--- config.mk ---
export PLATFORM = sky130hd
export DESIGN_NAME = pong_physics
export DESIGN_NICKNAME = d
export VERILOG_FILES = /design/src/rtl/pong_physics.sv
export SDC_FILE = /design/constraint.sdc
export NUM_CORES = 1
export LEC_CHECK = 0
export CAP_MARGIN = 20
export CORE_MARGIN = 2
export CORE_UTILIZATION = 53
export CTS_BUF_LIST = sky130_fd_sc_hd__clkbuf_4 sky130_fd_sc_hd__clkbuf_8 sky130_fd_sc_hd__clkbuf_16
export CTS_CLUSTER_SIZE = 8
export DETAILED_ROUTE_END_ITERATION = 10
export MAX_ROUTING_LAYER = met4
export PLACE_DENSITY = 0.71
export SYNTH_ARGS = -nofsm -noshare
export SYNTH_HDL_FRONTEND = slang
export SYNTH_SLANG_ARGS = --single-unit
--- constraint.sdc ---
create_clock -name pxClk -period 8.2 [get_ports pxClk]
set_clock_uncertainty 0.2 [all_clocks]
set_input_delay 2.05 -clock pxClk [delete_from_list [all_inputs] [get_ports pxClk]]
set_output_delay 2.05 -clock pxClk [all_outputs]
set_load 0.01 [all_outputs]
--- src/rtl/pong_physics.sv ---
`default_nettype none
// ============================================================================
// Module      : pong_physics
// Description : Per-frame pong game-state engine (paddles, ball, scoring).
// Revision    : 1.0 - initial release
// ============================================================================
module pong_physics #(
  parameter int CURSOR_WIDTH  = 20,
  parameter int CURSOR_OFFSET = 20,
  parameter int CURSOR_HEIGHT = 160,
  parameter int BALL_SIDE     = 30,
  parameter int FRAME_WIDTH   = 1280,
  parameter int FRAME_HEIGHT  = 960,
  parameter int BALL_SPEED    = 4,
  parameter int CURSOR_SPEED  = 6,
  parameter int SERVE_FRAMES  = 60,
  parameter int WIN_SCORE     = 9
) (
  input  logic        pxClk,
  input  logic        rst,
  input  logic        frame_tick,
  input  logic        left_up,
  input  logic        left_down,
  input  logic        right_up,
  input  logic        right_down,
  input  logic        start,
  output logic [11:0] cursor_left_py,
  output logic [11:0] cursor_right_py,
  output logic [11:0] ball_px,
  output logic [11:0] ball_py,
  output logic [3:0]  score_left,
  output logic [3:0]  score_right,
  output logic [1:0]  game_state
);

  localparam int c_cnt_w = $clog2(SERVE_FRAMES + 1);

  localparam logic [11:0] c_cur_min   = 12'(CURSOR_HEIGHT / 2);
  localparam logic [11:0] c_cur_max   = 12'(FRAME_HEIGHT - CURSOR_HEIGHT / 2);
  localparam logic [11:0] c_cur_spd   = 12'(CURSOR_SPEED);
  localparam logic [11:0] c_ball_spd  = 12'(BALL_SPEED);
  localparam logic [11:0] c_center_x  = 12'(FRAME_WIDTH / 2);
  localparam logic [11:0] c_center_y  = 12'(FRAME_HEIGHT / 2);
  localparam logic [11:0] c_y_min     = 12'(BALL_SIDE / 2);
  localparam logic [11:0] c_y_max     = 12'(FRAME_HEIGHT - BALL_SIDE / 2);
  localparam logic [11:0] c_r_face    = 12'(FRAME_WIDTH - CURSOR_OFFSET - CURSOR_WIDTH - BALL_SIDE / 2);
  localparam logic [11:0] c_l_face    = 12'(CURSOR_OFFSET + CURSOR_WIDTH + BALL_SIDE / 2);
  localparam logic [11:0] c_r_miss    = 12'(FRAME_WIDTH - BALL_SIDE / 2);
  localparam logic [11:0] c_l_miss    = 12'(BALL_SIDE / 2 + BALL_SPEED);
  localparam logic [11:0] c_hit_win   = 12'((CURSOR_HEIGHT + BALL_SIDE) / 2);
  localparam logic [3:0]  c_win       = 4'(WIN_SCORE);
  localparam logic [c_cnt_w-1:0] c_cnt_last = c_cnt_w'(SERVE_FRAMES - 1);

  typedef enum logic [1:0] {
    ST_SERVE = 2'd0,
    ST_PLAY  = 2'd1,
    ST_OVER  = 2'd2
  } state_t;

  state_t               r_state;
  logic                 r_prev;
  logic                 r_tick;
  logic [c_cnt_w-1:0]   r_cnt;
  logic [11:0]          r_cur_l, r_cur_r, r_px, r_py;
  logic                 r_dx, r_dy;
  logic [3:0]           r_score_l, r_score_r;

  logic [11:0] w_nx, w_px_n, w_py_n;
  logic        w_dx_n, w_dy_n, w_hit_l, w_hit_r, w_miss_l, w_miss_r;

  function automatic logic [11:0] paddle_next(input logic [11:0] py, input logic up, input logic dn);
    logic [11:0] nxt;
    nxt = py;
    // Clamp is tested before the subtract so py never wraps below zero.
    if (up && !dn)
      nxt = (py < c_cur_min + c_cur_spd) ? c_cur_min : py - c_cur_spd;
    else if (dn && !up)
      nxt = (py + c_cur_spd > c_cur_max) ? c_cur_max : py + c_cur_spd;
    return nxt;
  endfunction

  function automatic logic [11:0] abs_diff(input logic [11:0] a, input logic [11:0] b);
    return (a > b) ? a - b : b - a;
  endfunction

  assign w_nx    = r_px + c_ball_spd;
  assign w_hit_r = abs_diff(r_py, r_cur_r) < c_hit_win;
  assign w_hit_l = abs_diff(r_py, r_cur_l) < c_hit_win;

  always_comb begin
    w_py_n   = r_py;
    w_dy_n   = r_dy;
    w_px_n   = r_px;
    w_dx_n   = r_dx;
    w_miss_r = 1'b0;
    w_miss_l = 1'b0;
    if (r_dy) begin
      if (r_py + c_ball_spd >= c_y_max) begin
        w_py_n = c_y_max;
        w_dy_n = 1'b0;
      end else begin
        w_py_n = r_py + c_ball_spd;
      end
    end else if (r_py <= c_y_min + c_ball_spd) begin
      w_py_n = c_y_min;
      w_dy_n = 1'b1;
    end else begin
      w_py_n = r_py - c_ball_spd;
    end
    // Face tests require the ball to start in front of the paddle, so a ball already past it is never re-hit.
    if (r_dx) begin
      if (r_px < c_r_face && w_nx >= c_r_face && w_hit_r) begin
        w_px_n = c_r_face;
        w_dx_n = 1'b0;
      end else if (w_nx >= c_r_miss) begin
        w_miss_r = 1'b1;
      end else begin
        w_px_n = w_nx;
      end
    end else begin
      if (r_px > c_l_face && r_px <= c_l_face + c_ball_spd && w_hit_l) begin
        w_px_n = c_l_face;
        w_dx_n = 1'b1;
      end else if (r_px <= c_l_miss) begin
        w_miss_l = 1'b1;
      end else begin
        w_px_n = r_px - c_ball_spd;
      end
    end
  end

  always_ff @(posedge pxClk) begin
    if (rst) begin
      r_prev    <= 1'b0;
      r_tick    <= 1'b0;
      r_state   <= ST_SERVE;
      r_cnt     <= '0;
      r_cur_l   <= c_center_y;
      r_cur_r   <= c_center_y;
      r_px      <= c_center_x;
      r_py      <= c_center_y;
      r_dx      <= 1'b1;
      r_dy      <= 1'b1;
      r_score_l <= '0;
      r_score_r <= '0;
    end else begin
      r_prev <= frame_tick;
      r_tick <= frame_tick & ~r_prev;
      if (r_tick) begin
        r_cur_l <= paddle_next(r_cur_l, left_up, left_down);
        r_cur_r <= paddle_next(r_cur_r, right_up, right_down);
      end
      if (start && r_state == ST_OVER) begin
        r_score_l <= '0;
        r_score_r <= '0;
        r_dx      <= 1'b1;
        r_dy      <= 1'b1;
        r_cnt     <= '0;
        r_state   <= ST_SERVE;
      end else if (r_tick) begin
        case (r_state)
          ST_SERVE: begin
            r_px <= c_center_x;
            r_py <= c_center_y;
            if (r_cnt == c_cnt_last) begin
              r_cnt   <= '0;
              r_state <= ST_PLAY;
            end else begin
              r_cnt <= r_cnt + 1'b1;
            end
          end
          ST_PLAY: begin
            if (w_miss_r || w_miss_l) begin
              r_px  <= c_center_x;
              r_py  <= c_center_y;
              r_dy  <= 1'b1;
              r_dx  <= w_miss_r;
              r_cnt <= '0;
              if (w_miss_r) begin
                if (r_score_l < c_win) r_score_l <= r_score_l + 4'd1;
                r_state <= (r_score_l + 4'd1 >= c_win) ? ST_OVER : ST_SERVE;
              end else begin
                if (r_score_r < c_win) r_score_r <= r_score_r + 4'd1;
                r_state <= (r_score_r + 4'd1 >= c_win) ? ST_OVER : ST_SERVE;
              end
            end else begin
              r_px <= w_px_n;
              r_py <= w_py_n;
              r_dx <= w_dx_n;
              r_dy <= w_dy_n;
            end
          end
          ST_OVER: begin
            r_px <= c_center_x;
            r_py <= c_center_y;
          end
          default: r_state <= ST_SERVE;
        endcase
      end
    end
  end

  assign cursor_left_py  = r_cur_l;
  assign cursor_right_py = r_cur_r;
  assign ball_px         = r_px;
  assign ball_py         = r_py;
  assign score_left      = r_score_l;
  assign score_right     = r_score_r;
  assign game_state      = r_state;

endmodule
`default_nettype wire

# After elaboration in Yosys (flattened, before gate mapping)
# Index checks and enable logic that the tools add are counted.
dict set report word_totals {
  ff_bits 68
  in_bits 8
  out_inout_bits 58
  elab_cells 134
}
dict set report op_classes {
  addsub 15
  n_lt_le_gt_ge 20
  eq_ne 7
  muxes 45
  bitwise 5
  n_reduce_logical 30
}
# cell n
set ops {}
lappend ops {{$mux W12} 20}
lappend ops {{$add A12 B3 Y12 const B} 4}
lappend ops {{$lt A12 B7 Y1 const B} 4}
lappend ops {{$pmux W12 S2} 2}
lappend ops {{$sub A12 B12 Y12} 4}
lappend ops {{$sub A12 B3 Y12 const B} 4}
lappend ops {{$ge A12 B11 Y1 const B} 2}
lappend ops {{$gt A12 B10 Y1 const B} 2}
lappend ops {{$gt A12 B12 Y1} 2}
lappend ops {{$le A12 B5 Y1 const B} 2}
lappend ops {{$reduce_and A5 Y1} 3}
lappend ops {{$mux W1} 14}
lappend ops {{$ge A12 B10 Y1 const B} 1}
lappend ops {{$gt A12 B6 Y1 const B} 1}
lappend ops {{$le A12 B6 Y1 const B} 1}
lappend ops {{$lt A12 B11 Y1 const B} 1}
lappend ops {{$mux W6} 2}
lappend ops {{$pmux W6 S2} 1}
lappend ops {{$mux W2} 5}
lappend ops {{$ne A5 B5 Y1 const B} 2}
lappend ops {{$logic_and A1 B1 Y1} 9}
lappend ops {{$add A4 B1 Y4 const B} 2}
lappend ops {{$ge A4 B4 Y1 const B} 2}
lappend ops {{$lt A4 B4 Y1 const B} 2}
lappend ops {{other kinds (16)} 30}

# Longest topological paths before layout
dict set report logic_depth {
  word_depth 9
  depth_mapped 15
  depth_no_buf 13
}

# Least setup slack after synthesis
# OpenSTA, ideal clock, no wires.
dict set report synth_path {
  path_kind {flip-flop to flip-flop}
  start {register r_cur_r[2] (netlist: cursor_right_py[2])}
  end {register r_px[9] (netlist: ball_px[9])}
  setup_ps 122
  arrival_ps 3382
  required_time_ps 7878
  slack_ps 4496
  stages_incl_launch_ff 16
  path_buffers 3
  period_less_slack_ps 3704
  path_cell_list {dfxtp_1 -> clkbuf_1 -> inv_1 -> ha_1 -> buf_6 -> a211oi_1 -> o21bai_1 -> o22ai_1 -> mux2_2 -> nor4_1 -> a31o_1 -> nand4_4 -> a31oi_4 -> buf_6 -> nand2_4 -> o32a_1}
}
dict set report synth_via {
  elab_chain_cells 9
  word_cells_on_any_way 16
  cone_classes {add/sub (2); order compare (2); eq/ne (2); mux (7); reduce/logical (3)}
}
# item line
set synth_rtl {}
lappend synth_rtl {{from (decl)} 64} ;# logic [11:0] r_cur_l, r_cur_r, r_px, r_py;
lappend synth_rtl {{from (signal assigned)} 139} ;# r_cur_r <= c_center_y;
lappend synth_rtl {{from (signal assigned)} 151} ;# r_cur_r <= paddle_next(r_cur_r, right_up, right_down);
lappend synth_rtl {{$sub A12 B12 Y12 or $gt A12 B12 Y1 (tied branches)} 83} ;# return (a > b) ? a - b : b - a;
lappend synth_rtl {{$mux W12 (*)} 83}
lappend synth_rtl {{$lt A12 B7 Y1 (*)} 87} ;# assign w_hit_r = abs_diff(r_py, r_cur_r) < c_hit_win;
lappend synth_rtl {{$logic_and A1 B1 Y1 (*)} 112} ;# if (r_px < c_r_face && w_nx >= c_r_face && w_hit_r) begin
lappend synth_rtl {{$mux W1} 112}
lappend synth_rtl {{$mux W1} 111} ;# if (r_dx) begin
lappend synth_rtl {{$logic_or A1 B1 Y1} 173} ;# if (w_miss_r || w_miss_l) begin
lappend synth_rtl {{$ne A5 B5 Y1 (no line) or $mux W12 (tied branches)} n/a}
lappend synth_rtl {{$reduce_and A5 Y1 (no line) or $pmux W12 S2 (tied branches)} n/a}
lappend synth_rtl {{to (signal assigned)} 174} ;# r_px <= c_center_x;
lappend synth_rtl {{to (signal assigned)} 187} ;# r_px <= w_px_n;
lappend synth_rtl {{to (signal assigned)} 194} ;# r_px <= c_center_x;
lappend synth_rtl {{to (decl)} 64}
# Every way passes the cells marked *; elsewhere a longest branch is shown, timed or not.
# A chain may end at the register's enable or synchronous reset.

# Worst setup path in the final report
dict set report layout_path {
  start {register r_py[4] (netlist: ball_py[4])}
  end {register r_py[5] (netlist: ball_py[5])}
}
dict set report layout_via {
  elab_chain_cells 9
  word_cells_on_any_way 26
  cone_classes {add/sub (6); order compare (6); mux (11); reduce/logical (3)}
}
# item line
set layout_rtl {}
lappend layout_rtl {{from (decl)} 64}
lappend layout_rtl {{from (signal assigned)} 141} ;# r_py <= c_center_y;
lappend layout_rtl {{from (signal assigned)} 164} ;# r_py <= c_center_y;
lappend layout_rtl {{from (signal assigned)} 175} ;# r_py <= c_center_y;
lappend layout_rtl {{$sub A12 B12 Y12 or $gt A12 B12 Y1 (tied branches)} 83}
lappend layout_rtl {{$mux W12} 83}
lappend layout_rtl {{$lt A12 B7 Y1, on equally long branches} {87, 88}}
lappend layout_rtl {{$logic_and A1 B1 Y1, on equally long branches} {112, 121}}
lappend layout_rtl {{$mux W1, on equally long branches} {112, 121}}
lappend layout_rtl {{$mux W1} 111}
lappend layout_rtl {{$logic_or A1 B1 Y1} 173}
lappend layout_rtl {{$mux W12 (*)} 173}
lappend layout_rtl {{$pmux W12 S2 (*)} 161} ;# case (r_state)
# Marked as above.

==> metrics <==
DRT iter0 DRCs between 700 and 800; slowest CP cell dfxtp_1; hold buffer count at CTS 0; CP max stage delay approximately 0.73 ns; Hold Path Class reg -> reg; status finished, final reports clean; RSZ-0062 raised after global routing false; met3 usage 6.14%; later-pin clock latency in the skew report 0.35 ns; Leak ~0.0034 uW; critical path arrival approximately 4.5 ns; Final Setup Violations 0; gr usage total a little over 30%; post-route ant nets 0; post_cts resized 0; fin nets ~1200; Area Overhead vs Synth 11.4%; initial antenna violation count 0; Boundary Pins 66; total core area around 14000 um2; Most Used Layer, Global Route met2; reg2reg start ball_py[4]$_SDFFE_PP0P_; Crit. End Element register; post-synth cell types between 80 and 90; Post-synth ARST share 0%; CP top delay family compound AO/OA/AOI/OAI gates; GPL Wtd Cong 0.966; largest net degree at the start of global routing 42; Critical Path RT 8.20 ns; crit path cell chain clkinv_1 > ha_1 > a21o_1 > a31oi_2 > a21boi_0 > o211a_1 > nor4_1 > a31o_1 > nand4_4 > a31oi_4 > and3_1 > a22oi_1; CP Class reg -> reg; WP buf/inv 1; Worst Setup SP ball_py[4]$_SDFFE_PP0P_; Final min period 4.52 ns; main flop type after synthesis dfxtp_1; setup bufs post-CTS 0; share of post-route cells with drive strength above 1 3.90%; DIE AREA around 16000 um2; worst-margin pin slew slightly below 0.9 ns; headroom to the max-slew limit between 40% and 50%; pwr/cell area between 100 and 150 nW/um2; first-pass iteration count of the detailed router 7; Int Pwr 688 uW; H-tree Lvls 3; syn avg cell area 7.08 um2; fin. max-slew vios 0; Initial Util ~54%; Routed Wire Length about 23 mm; Die W 125 um; HPWL Detailed around 17 mm; post-layout util approximately 60%; Fin. Hold Viols 0; Synth area leader dfxtp_1; CTS tree done; clock share of power a little over two fifths; total gr overflow 0; Cell Rows 44; sequential area share after synthesis about 17%; DR vias about 8300; most frequent cells after synthesis nor2_1 (105), a21oi_1 (92), nand2_1 (91), o21ai_0 (72), ha_1 (67); Yosys top cell area share about 17%; Clock Path Buffers 2; maximum vdd drop ~160 uV; Max Freq ~0.22 GHz; number of remaining DRC errors 0; vias in the first global route ~7400; number of diodes 0; max cap viols 0; Synth Instances roughly 1100; Post-synth EDFFs 0; Chip Height roughly 120 um; setup TNS 0 ns; Sequential Power Share a little over a third; clk sink count 66; switching power about 280 uW; WL per Instance ~18 um; Period Utilization, post-route roughly 55%; input/output buffers 63; met1 Use GR 42.3%; largest cells by area after synthesis dfxtp_1 (17%), ha_1 (11%), a21oi_1 (6.0%); hold path startpoint r_prev$_SDFF_PP0_; met2 Use GR 43.9%; most frequent cell after synthesis nor2_1; Cell Area, Synth roughly 7700 um2; Clock Root Buffer clkbuf_16; Worst setup SP type register; clk slew on worst S/H paths roughly 0.060 ns; Yosys reg bits 66; CP max FO 21; routed vias/inst between 6 and 7; first-pass GRT wire length 38.3 mm; final hold slack between 0.15 and 0.2 ns; warnings from Yosys 0; sw frac 29.1%; Logic pwr share between 20% and 30%; Inserted Clock Buffers 9
## power by group through the flow
stage                     clock [uW]  sequential (uW)  combinational, uW
after floorplan                    0              338                165
after global placement             0              347                197
after detailed placement           0              347                198
after CTS                        432              340                200
after global routing             447              342                227
final                            425              341                204
## routing by layer
| metal | share of wire, % | up-vias |
|---|---|---|
| met3 | 8.3 | 39 |
| met5 | 0 | - |
| met1 | 46 | 3886 |
| li1 | - | 4046 |
| met2 | 44 | 352 |
| met4 | 2.5 | 0 |
## worst reg2reg max path: stages, from the launching register on
cell and delay [ns]:
dfxtp_1 0.73, clkinv_1 0.48, ha_1 0.36, a21o_1 0.18, a31oi_2 0.20, a21boi_0 0.16, o211a_1 0.25, nor4_1 0.32
a31o_1 0.20, nand4_4 0.18, a31oi_4 0.65, and3_1 0.35, a22oi_1 0.09
## logic make-up after synthesis
logic type	count (synthesis)	synth area share, %
simple gates	407	26.5
compound gates	360	31.3
buf+inv	138	7.49
fa+ha+maj	71	11.9
flops	66	17.1
xor+xnor	35	3.97
mux	12	1.64
other cells	2	0.0972
## area by class of cell
type,count,area (um2)
Multi-Input combinational cell,889,5830
Fill cell,1390,5770
Sequential cell,66,1320
Timing Repair Buffer,66,651
Inverter,65,244
Clock buffer,10,239
Tap cell,184,230
Clock inverter,6,87.6
## per-stage QoR
| stage | instances | total power (uW) | setup slack, ns | instance area [um2] |
|---|---|---|---|---|
| 2_1_floorplan | 1093 | 503 | 4.50 | 7730 |
| 3_5_place_dp | 1269 | 546 | 3.67 | 8270 |
| 6_report | 1286 | 970 | 3.68 | 8600 |
| 5_1_grt | 1286 | 1020 | 3.39 | 8600 |
| 4_1_cts | 1285 | 972 | 3.79 | 8600 |
| 3_3_place_gp | 1269 | 544 | 3.69 | 8270 |
## worst paths after layout
path                                                 to  slack, ns  depth (start not counted)
worst max-delay path            ball_py[5]$_SDFFE_PP1P_       3.68                         12
worst min-delay path                  r_tick$_SDFF_PP0_       0.19                          1
worst max register to register  ball_py[5]$_SDFFE_PP1P_       3.68                         12
worst min register to register        r_tick$_SDFF_PP0_       0.19                          1
## state kept, by name, summed over array words and instances (netlist names)
name and cells:
ball_px 12, ball_py 12, cursor_left_py 11, cursor_right_py 11, r_cnt 6, score_left 4, score_right 4, game_state 2
r_dx 1, r_dy 1, r_prev 1, r_tick 1
## layout by cell type, fill, tap and decap left out, types with 6 or more instances in the layout
master           Yosys  layout
o211ai_1             9       9
a211oi_1            21      21
a31oi_1             17      17
and3_1              12      12
nor2_1             105     105
o221ai_1             6       6
o31ai_1             10      10
clkbuf_16            0       9
o21ai_0             72      72
nand2b_1            20      20
nor2b_1             11      11
nor4_1              20      20
clkdlybuf4s50_1      0      63
nand3_1             45      45
o22ai_1             14      14
or3_1               13      13
dfxtp_1             66      66
inv_1               63      63
ha_1                67      67
nor3_1              34      34
o21a_1               9       9
nand4_1             11      11
a21o_1              14      14
xor2_1              14      14
nor3b_1             10      10
xnor2_1             21      21
nand2_1             91      91
a221oi_1             6       6
a21oi_1             92      92
mux2i_1              9       9
No activity file was read; power rests on OpenSTA's default activity.
